### src/rtl/mig_phrase_scheduler.sv
// Arbitrates one MIG UI port between the write-phrase and read-phrase streams,
// with per-side frame address counters and read-credit flow control. Optional stats: MIG_SCHED_STATS_EN.
module mig_phrase_scheduler #(
    parameter int unsigned FRAME_PHRASES = 38400,
    parameter int unsigned BURST         = 16,
    parameter int unsigned RD_CREDITS    = 8,
    parameter int unsigned ADDR_W        = 27
) (
    input  logic              clk_in,
    input  logic              rst_n_in,
    input  logic              init_calib_complete,
    input  logic              wr_valid_in,
    output logic              wr_ready_out,
    input  logic [127:0]      wr_data_in,
    input  logic              wr_tuser_in,
    output logic              rd_valid_out,
    output logic [127:0]      rd_data_out,
    output logic              rd_tuser_out,
    input  logic              rd_credit_in,
    output logic [ADDR_W-1:0] app_addr,
    output logic [2:0]        app_cmd,
    output logic              app_en,
    input  logic              app_rdy,
    output logic [127:0]      app_wdf_data,
    output logic              app_wdf_wren,
    output logic              app_wdf_end,
    input  logic              app_wdf_rdy,
    input  logic [127:0]      app_rd_data,
`ifdef MIG_SCHED_STATS_EN
    output logic [31:0]       wr_count_out,
    output logic [31:0]       rd_count_out,
    output logic [31:0]       stall_count_out,
`endif
    input  logic              app_rd_data_valid
);

    localparam int unsigned PH_W = $clog2(FRAME_PHRASES);
    localparam int unsigned BC_W = $clog2(BURST + 1);
    localparam int unsigned CR_W = $clog2(RD_CREDITS + 1);
    localparam logic [2:0]  CMD_WR = 3'b000;
    localparam logic [2:0]  CMD_RD = 3'b001;

    typedef enum logic [1:0] {S_CALIB, S_IDLE, S_WRITE, S_READ} state_t;

    state_t          state, state_nxt;
    logic [PH_W-1:0] wa, ra, rr;
    logic [BC_W-1:0] bcnt;
    logic [CR_W-1:0] credits;
    logic            last_rd;
    logic            wr_en_c, rd_en_c, wr_hs_c, rd_hs_c, burst_end_c, has_credit_c;
    logic [PH_W-1:0] wa_eff_c;

    function automatic logic [PH_W-1:0] ph_inc(input logic [PH_W-1:0] v);
        return (v == PH_W'(FRAME_PHRASES - 1)) ? '0 : v + PH_W'(1);
    endfunction

    // Command qualification; a tuser phrase realigns the write address to 0
    always_comb begin
        has_credit_c = (credits != '0);
        wr_en_c      = (state == S_WRITE) && wr_valid_in && app_wdf_rdy;
        rd_en_c      = (state == S_READ) && has_credit_c;
        wr_hs_c      = wr_en_c && app_rdy;
        rd_hs_c      = rd_en_c && app_rdy;
        burst_end_c  = (bcnt == BC_W'(BURST - 1));
        wa_eff_c     = wr_tuser_in ? '0 : wa;
    end

    always_comb begin
        app_en       = wr_en_c || rd_en_c;
        app_cmd      = (state == S_READ) ? CMD_RD : CMD_WR;
        wr_ready_out = wr_hs_c;
        app_wdf_data = wr_data_in;
        app_wdf_wren = wr_en_c;
        app_wdf_end  = wr_en_c;
        case (state)
            S_WRITE: app_addr = ADDR_W'({wa_eff_c, 3'b000});
            S_READ:  app_addr = ADDR_W'({ra, 3'b000});
            default: app_addr = '0;
        endcase
    end

    // Next state: a held command (app_en high, no app_rdy) never leaves its state
    always_comb begin
        state_nxt = state;
        case (state)
            S_CALIB: if (init_calib_complete) state_nxt = S_IDLE;
            S_IDLE: begin
                if (!init_calib_complete)            state_nxt = S_CALIB;
                else if (wr_valid_in && has_credit_c) state_nxt = last_rd ? S_WRITE : S_READ;
                else if (wr_valid_in)                 state_nxt = S_WRITE;
                else if (has_credit_c)                state_nxt = S_READ;
            end
            S_WRITE: if (!wr_en_c || (wr_hs_c && burst_end_c)) state_nxt = S_IDLE;
            S_READ:  if (!rd_en_c || (rd_hs_c && burst_end_c)) state_nxt = S_IDLE;
            default: state_nxt = S_CALIB;
        endcase
    end

    always_ff @(posedge clk_in or negedge rst_n_in) begin
        if (!rst_n_in) begin
            state   <= S_CALIB;
            last_rd <= 1'b1;
            bcnt    <= '0;
        end else begin
            state <= state_nxt;
            if (state == S_IDLE) begin
                bcnt <= '0;
                if (state_nxt == S_WRITE)     last_rd <= 1'b0;
                else if (state_nxt == S_READ) last_rd <= 1'b1;
            end else if (wr_hs_c || rd_hs_c) begin
                bcnt <= bcnt + BC_W'(1);
            end
        end
    end

    // Frame address counters and read credits; simultaneous take and return cancel out
    always_ff @(posedge clk_in or negedge rst_n_in) begin
        if (!rst_n_in) begin
            wa      <= '0;
            ra      <= '0;
            credits <= CR_W'(RD_CREDITS);
        end else begin
            if (wr_hs_c) wa <= wr_tuser_in ? PH_W'(1) : ph_inc(wa);
            if (rd_hs_c) ra <= ph_inc(ra);
            if (rd_hs_c && !rd_credit_in)
                credits <= credits - CR_W'(1);
            else if (rd_credit_in && !rd_hs_c && credits != CR_W'(RD_CREDITS))
                credits <= credits + CR_W'(1);
        end
    end

    // Read return path, one register stage
    always_ff @(posedge clk_in or negedge rst_n_in) begin
        if (!rst_n_in) begin
            rd_valid_out <= 1'b0;
            rd_tuser_out <= 1'b0;
            rd_data_out  <= '0;
            rr           <= '0;
        end else begin
            rd_valid_out <= app_rd_data_valid;
            rd_tuser_out <= app_rd_data_valid && (rr == '0);
            if (app_rd_data_valid) begin
                rd_data_out <= app_rd_data;
                rr          <= ph_inc(rr);
            end
        end
    end

`ifdef MIG_SCHED_STATS_EN
    always_ff @(posedge clk_in or negedge rst_n_in) begin
        if (!rst_n_in) begin
            wr_count_out    <= '0;
            rd_count_out    <= '0;
            stall_count_out <= '0;
        end else begin
            if (wr_hs_c)            wr_count_out    <= wr_count_out + 32'd1;
            if (rd_hs_c)            rd_count_out    <= rd_count_out + 32'd1;
            if (app_en && !app_rdy) stall_count_out <= stall_count_out + 32'd1;
        end
    end
`endif

endmodule

### config.mk
export PLATFORM = sky130hd
export DESIGN_NAME = mig_phrase_scheduler
export DESIGN_NICKNAME = d
export VERILOG_FILES = /design/src/rtl/mig_phrase_scheduler.sv
export SDC_FILE = /design/constraint.sdc
export NUM_CORES = 1
export LEC_CHECK = 0
export BUFFER_PORTS_ARGS = -buffer_cell sky130_fd_sc_hd__buf_2
export CAP_MARGIN = 20
export CORE_AREA = 10 10 206 208
export CTS_CLUSTER_DIAMETER = 100
export DETAILED_ROUTE_END_ITERATION = 8
export DIE_AREA = 0 0 216 218
export PLACE_DENSITY = 0.5
export SLEW_MARGIN = 20
export SYNTH_ARGS = -nofsm -noshare
export SYNTH_HDL_FRONTEND = slang
export SYNTH_SLANG_ARGS = --single-unit
### constraint.sdc
create_clock -name clk_in -period 7.7 [get_ports clk_in]
set_clock_uncertainty 0.2 [all_clocks]
set_input_delay 0.77 -clock clk_in [delete_from_list [all_inputs] [get_ports clk_in]]
set_output_delay 0.77 -clock clk_in [all_outputs]
set_load 0.1 [all_outputs]
==> results of run 1 <==
-- final cells by class --
class / instances / area, µm² / share of cell area
Timing Repair Buffer: 291 / 1481 / 0.1346
Tap cell: 518 / 648.1 / 0.05888
Clock buffer: 18 / 429.2 / 0.03899
Multi-Input combinational cell: 440 / 3461 / 0.3144
Sequential cell: 190 / 4757 / 0.4322
Inverter: 19 / 71.32 / 0.006479
Clock inverter: 14 / 158.9 / 0.01444
-- state kept, by name, indices dropped and copies added (netlist names) --
signal and flops:
rd_valid_out 1, state 2, wa 16, ra 16
rd_tuser_out 1, rr 16, credits 4, bcnt 5
rd_data_out 128, last_rd 1
-- synthesized netlist by cell type, drive strengths merged, types with 2 or more instances --
cell / number / share of area
a21oi: 13 / 0.0073
a22o: 16 / 0.015
a31oi: 3 / 0.0020
and2: 3 / 0.0020
and3: 7 / 0.0046
and3b: 2 / 0.0019
and4: 6 / 0.0058
buf: 150 / 0.12
clkbuf: 25 / 0.010
dfrtp: 188 / 0.50
dfstp: 2 / 0.0056
ha: 8 / 0.011
inv: 19 / 0.0076
mux2: 129 / 0.15
mux2i: 11 / 0.012
nand2: 41 / 0.017
nand2b: 6 / 0.0040
nand3: 36 / 0.020
nand3b: 3 / 0.0024
nand4: 21 / 0.015
nor2: 15 / 0.0060
nor2b: 2 / 0.0013
nor3: 12 / 0.0069
nor3b: 2 / 0.0016
nor4: 8 / 0.0053
nor4b: 5 / 0.0046
o211ai: 3 / 0.0024
o21ai: 16 / 0.0085
o22ai: 3 / 0.0020
o2bb2ai: 4 / 0.0037
o311ai: 3 / 0.0028
o31ai: 8 / 0.0064
or3: 3 / 0.0020
or4: 6 / 0.0048
xnor2: 19 / 0.018
-- logic make-up after synthesis --
group	count (synthesis)	synth area share
buffers and inverters	194	0.1345
adders and majority gates	9	0.01272
DFF	190	0.5038
other	1	0.0003971
and+or+nand+nor	181	0.1073
AOI/OAI and AO/OA	77	0.05724
muxes	140	0.1655
xor gates and xnor gates	20	0.01855
-- layer usage --
metal / routed length [µm] / vias up / GRT usage
met3: 2797 / 36 / 0.05964
met1: 10590 / 3149 / 0.1195
met2: 11950 / 342 / 0.1642
li1: - / 3013 / -
met5: 0 / - / 0
met4: 451 / 0 / 0.03845
-- worst max path at each step --
stage / start / end / cells past startpoint
final: state[0]$_DFF_PN0_ / app_addr[10] / 4
after global routing: state[0]$_DFF_PN0_ / app_addr[6] / 4
after CTS: state[0]$_DFF_PN0_ / app_addr[5] / 4
after detailed placement: wr_tuser_in / app_addr[5] / 4
after global placement: wr_valid_in / wr_ready_out / 6
after floorplan: state[0]$_DFF_PN0_ / app_addr[11] / 4
-- critical path: stages, from the launching register on --
cell and delay, ns:
sky130_fd_sc_hd__dfrtp_1 0.47, sky130_fd_sc_hd__nand2b_1 0.20, sky130_fd_sc_hd__nor2_1 0.74, sky130_fd_sc_hd__a22o_1 0.25
sky130_fd_sc_hd__buf_2 0.43
-- through the flow --
stage / util / cell area (µm²) / std cells / hold WS, ns / setup slack (ns)
after global routing: 0.2875 / 11010 / 1490 / 0.1185 / 3.978
after global placement: 0.2721 / 10420 / 1458 / 0.2636 / 4.459
after floorplan: - / 9488 / 824 / 0.2483 / 4.048
after detailed placement: 0.2721 / 10420 / 1458 / 0.2727 / 4.334
after CTS: 0.2875 / 11010 / 1490 / 0.1076 / 4.130
final: 0.2875 / 11010 / 1490 / 0.1090 / 4.164
-- power by group through the flow --
| stage | logic [mW] | clock network, mW | registers (mW) |
|---|---|---|---|
| floorplan | 0.784 | 0 | 1.72 |
| global placement | 1.17 | 0 | 1.25 |
| detailed placement | 1.18 | 0 | 1.25 |
| CTS | 1.18 | 0.950 | 1.24 |
| global route | 1.23 | 0.984 | 1.26 |
| finish | 1.17 | 0.905 | 1.24 |
==> results.cfg, run 1 <==
[status]
status = completed

[placed_design]
place_hpwl_um = 19340
gp_congestion = 0.8426
portBuffers = 287

[critical_path]
reg2reg_to = credits[3]$_DFFE_PN1P_
regToRegStartpoint = credits[0]$_DFFE_PN0P_
worst_setup_path_end_kind = output port
path_max_fanout = 16
worstSetupPathType = register to output port
wp_data_arrival_ns = 2.57
timing.critical_path.from_type = register
worst_reg2reg_path_depth = 8
reg2reg_slack_ns = 4.98
crit_required_ns = 6.73

[power]
post-layout-total-power_mw = 3.307
power_frac_seq = 0.374
p_leak_nw = 5.050
netSwitchingFraction = 0.4407
power.combinational.fraction = 0.352
clock_power_share = 0.274
vdd.ir_drop.worst_uv = 200.5
power_switching_mw = 1.458
power_density_mw_per_mm2 = 300.5
internal-power_mw = 1.850

[global_routing]
grt_start_max_net_pins = 78
grt_overflow = 0
grt_pass1_vias = 6793
grt_util_all_layers = 0.1057
antenna_found_initial = 0
grt_pass1_wl_um = 39550

[routing]
drt.antenna.violating_nets = 0
avgViaCountPerCell = 4.389
first_pass_iters = 4
vias = 6540
route.detailed.drc = 0
wire_per_inst_um = 17.31
drt_wl_total_um = 25790
detail_route.iter0.violations = 306

[clock_tree]
cts.repair.resized = 0
worst_path_clk_slew_ns = 0.08
hold_buffer_count_at_cts = 0
worst_case_clock_buffer_depth = 2
post_cts_buffers = 0
total_number_of_clock_tree_sinks = 190
numCtsBuffers = 17
cts_root_buffer = sky130_fd_sc_hd__clkbuf_16
cts_max_level = 4
insertion_delay_ns = 0.46
cts_tree = built

[min_path]
hold_crit_class = input pin to asynchronous set/reset pin

[logic_synthesis]
synth_area_mm2 = 0.009443
synth.avg_cell_area_um2 = 11.63
synth_edf_count = 0
synthDistinctLibCells = 59
post_synthesis_sequential_area_ratio = 0.5038
asyncSetResetFlopFracSynth = 1.000
leading_register_cell_type_out_of_synthesis = sky130_fd_sc_hd__dfrtp_1
synthesis.yosys.warnings = 0
synth.ff_latch_count = 190
syn_inst = 812

[floorplan]
pin_count = 557
rows = 72
fp.dieArea_mm2 = 0.04709
dieWidth_um = 216
core_area_mm2 = 0.03829
chip_height_um = 218
floorplan.initialDensity = 0.2466

[layout]
mostFrequentLayoutCell = sky130_fd_sc_hd__buf_2
fillerInstances = 4013
num-nets-final = 1233
final_layout_size_suffix_gt1_frac = 0.4763
flow.area_growth_from_synthesis_pct = 16.56
layout_common_cells = sky130_fd_sc_hd__buf_2 (285), sky130_fd_sc_hd__dfrtp_1 (188), sky130_fd_sc_hd__mux2_2 (129)
antenna_cells = 0

[sta]
setup_total_negative_slack_ns = 0
final_max_slew_viols = 0
max_freq_mhz = 282.8
max_slew_margin = 0.3534
grt_setup_unrepaired = false
setup-violations-final = 0
max_slew.worst_pin.slew_ns = 0.9664
timing.final.hold_violations = 0
final.period_utilization = 0.4592
period_needed_ns = 3.536

[job]
maxCapViolations = 0
(Power assumes the default switching activity.)
==> run 2, diff against run 1 <==
--- a/config.mk
+++ b/config.mk
@@ -7,10 +7,10 @@
 export LEC_CHECK = 0
 export BUFFER_PORTS_ARGS = -buffer_cell sky130_fd_sc_hd__buf_2
 export CAP_MARGIN = 20
-export CORE_AREA = 10 10 206 208
+export CORE_AREA = 10 10 208 210
 export CTS_CLUSTER_DIAMETER = 100
 export DETAILED_ROUTE_END_ITERATION = 8
-export DIE_AREA = 0 0 216 218
+export DIE_AREA = 0 0 218 220
 export PLACE_DENSITY = 0.5
 export SLEW_MARGIN = 20
 export SYNTH_ARGS = -nofsm -noshare
==> constraint.sdc (replaced) <==
create_clock -name clk_in -period 3.5 [get_ports clk_in]
set_clock_uncertainty 0.2 [all_clocks]
set_input_delay 0.35 -clock clk_in [delete_from_list [all_inputs] [get_ports clk_in]]
set_output_delay 0.35 -clock clk_in [all_outputs]
set_load 0.1 [all_outputs]
==> run 2 against run 1 <==
Clock-buffer cell count unchanged. First-iteration DRC count up 50%. Critical path depth unchanged. Non-clock buffer count up 133. Final cell count up 9.4%. Power up 130%. Combinational power up 130%. Flip-flop and latch count unchanged. Final area up 13%. Critical path type unchanged. Largest power group unchanged.
==> results.cfg, run 2 (synthesis results as in run 1) <==
[routing]
first_pass_iters = 4
detail_route.iter0.violations = 458
vias = 7020
wire_per_inst_um = 16.59
avgViaCountPerCell = 4.307
drt.antenna.violating_nets = 0
route.detailed.drc = 0
drt_wl_total_um = 27050

[min_path]
hold_path_end = state[1]$_DFF_PN0_
hold_crit_class = input pin to register
min_from = wr_valid_in
worst_hold_path.num_cells = 3

[floorplan]
chip_height_um = 220
rows = 73
fp.dieArea_mm2 = 0.04796
core_area_mm2 = 0.03928
floorplan.initialDensity = 0.2404
dieWidth_um = 218
pin_count = 557

[global_routing]
grt_pass1_vias = 7398
grt_start_max_net_pins = 89
antenna_found_initial = 1
grt_pass1_wl_um = 41940
grt_overflow = 0
grt_util_all_layers = 0.1100

[critical_path]
regToRegStartpoint = credits[0]$_DFFE_PN0P_
path_max_fanout = 16
reg2reg_to = credits[3]$_DFFE_PN1P_
worst_reg2reg_path_depth = 8
wp_data_arrival_ns = 2.52
crit_required_ns = 2.95
reg2reg_slack_ns = 0.79
timing.critical_path.from_type = register
worstSetupPathType = register to output port
worst_setup_path_end_kind = output port

[layout]
regMostFlops = rd_data_out
fillerInstances = 3956
num-nets-final = 1366
finish.cell_count_without_fillers = 1630
multi_input_combinational_cell_area_mm2 = 0.003461
area_taken_by_flip_flops_and_latches_mm2 = 0.004757
antenna_cells = 0
max_ffs_per_register = 128
mostFrequentLayoutCell = sky130_fd_sc_hd__buf_2
layout_common_cells = sky130_fd_sc_hd__buf_2 (285), sky130_fd_sc_hd__dfrtp_1 (188), sky130_fd_sc_hd__dlygate4sd3_1 (133)
final_layout_size_suffix_gt1_frac = 0.4199
finish.utilization = 0.3168
flow.area_growth_from_synthesis_pct = 31.77

[clock_tree]
insertion_delay_ns = 0.45
worst_path_clk_slew_ns = 0.08
cts_max_level = 4
worst_case_clock_buffer_depth = 2
total_number_of_clock_tree_sinks = 190
post_cts_buffers = 0
numCtsBuffers = 17
cts_root_buffer = sky130_fd_sc_hd__clkbuf_16
cts_tree = built

[power]
vdd.ir_drop.worst_uv = 450.2
post-layout-total-power_mw = 7.574
power_density_mw_per_mm2 = 608.7
p_leak_nw = 5.648

[sta]
final_max_slew_viols = 0
max_slew_margin = 0.3908
setup_total_negative_slack_ns = 0
timing.final.hold_violations = 0
final.period_utilization = 0.8757
max_freq_mhz = 326.3
period_needed_ns = 3.065
whs_ns = 0.06759
grt_setup_unrepaired = false
setup-violations-final = 0
max_slew.worst_pin.slew_ns = 0.9104

[placed_design]
dp.cells = 1465
place_hpwl_um = 19630
portBuffers = 287
gp_congestion = 0.8371

[status]
status = completed

[job]
maxCapViolations = 0
-- run 2: changes by cell type in the layout (fill, tap and decap cells not counted), sizes merged --
cell,before,now
bufinv,2,4
clkinvlp,3,2
inv,24,26
clkinv,4,1
dlygate4sd3,0,133
-- run 2: per-layer routing --
layer | share of wire | vias to the layer above | wire, µm | global-route usage
met5 | 0.0026 | - | 70 | 0.008325
met4 | 0.012 | 4 | 321 | 0.03356
met3 | 0.11 | 27 | 2994 | 0.05732
met2 | 0.47 | 344 | 12610 | 0.1746
met1 | 0.41 | 3368 | 11050 | 0.1257
li1 | - | 3277 | - | -
-- run 2: critical path, stage by stage (launching register included) --
cell and delay [ns]:
sky130_fd_sc_hd__dfrtp_1 0.46, sky130_fd_sc_hd__nand2b_1 0.21, sky130_fd_sc_hd__nor2_1 0.70, sky130_fd_sc_hd__a22o_1 0.25
sky130_fd_sc_hd__buf_2 0.43
-- run 2: layout make-up --
type,instances,share of cell area
well taps,525,0.05279
clock inverters,14,0.01770
flip-flops and latches,190,0.3823
repair buffers,424,0.2281
inverters,19,0.005732
multi-input cells,440,0.2781
clock buffers,18,0.03529
-- run 2: stage by stage --
step                setup WS (ns)  cell area, µm²
floorplan                  0.2676            9488
global placement           0.8819           10450
detailed placement         0.8128           10450
CTS                        0.3815           12440
global route               0.1791           12440
finish                     0.4350           12440
-- run 2: where the power goes --
| group | switching (mW) | total [mW] | internal [mW] | leakage, nW |
|---|---|---|---|---|
| clock network | 0.924 | 2.17 | 1.24 | 0.317 |
| logic | 2.05 | 2.69 | 0.638 | 3.03 |
| registers | 0.251 | 2.72 | 2.46 | 2.30 |
| total | 3.23 | 7.57 | 4.35 | 5.65 |
-- run 2: worst max-delay path by stage --
stage | slack [ns] | cells after the start | startpoint | to
floorplan | 0.27 | 4 | state[0]$_DFF_PN0_ | app_addr[11]
global placement | 0.88 | 8 | credits[1]$_DFFE_PN0P_ | credits[3]$_DFFE_PN1P_
detailed placement | 0.81 | 8 | credits[0]$_DFFE_PN0P_ | credits[3]$_DFFE_PN1P_
CTS | 0.38 | 4 | state[0]$_DFF_PN0_ | app_addr[18]
global route | 0.18 | 4 | state[0]$_DFF_PN0_ | app_addr[5]
finish | 0.43 | 4 | state[0]$_DFF_PN0_ | app_addr[5]
-- run 2: what timing repair did --
item,4_1_cts,5_1_grt
gates resized for setup,0,0
hold endpoints to repair,198,0
hold buffers,133,0
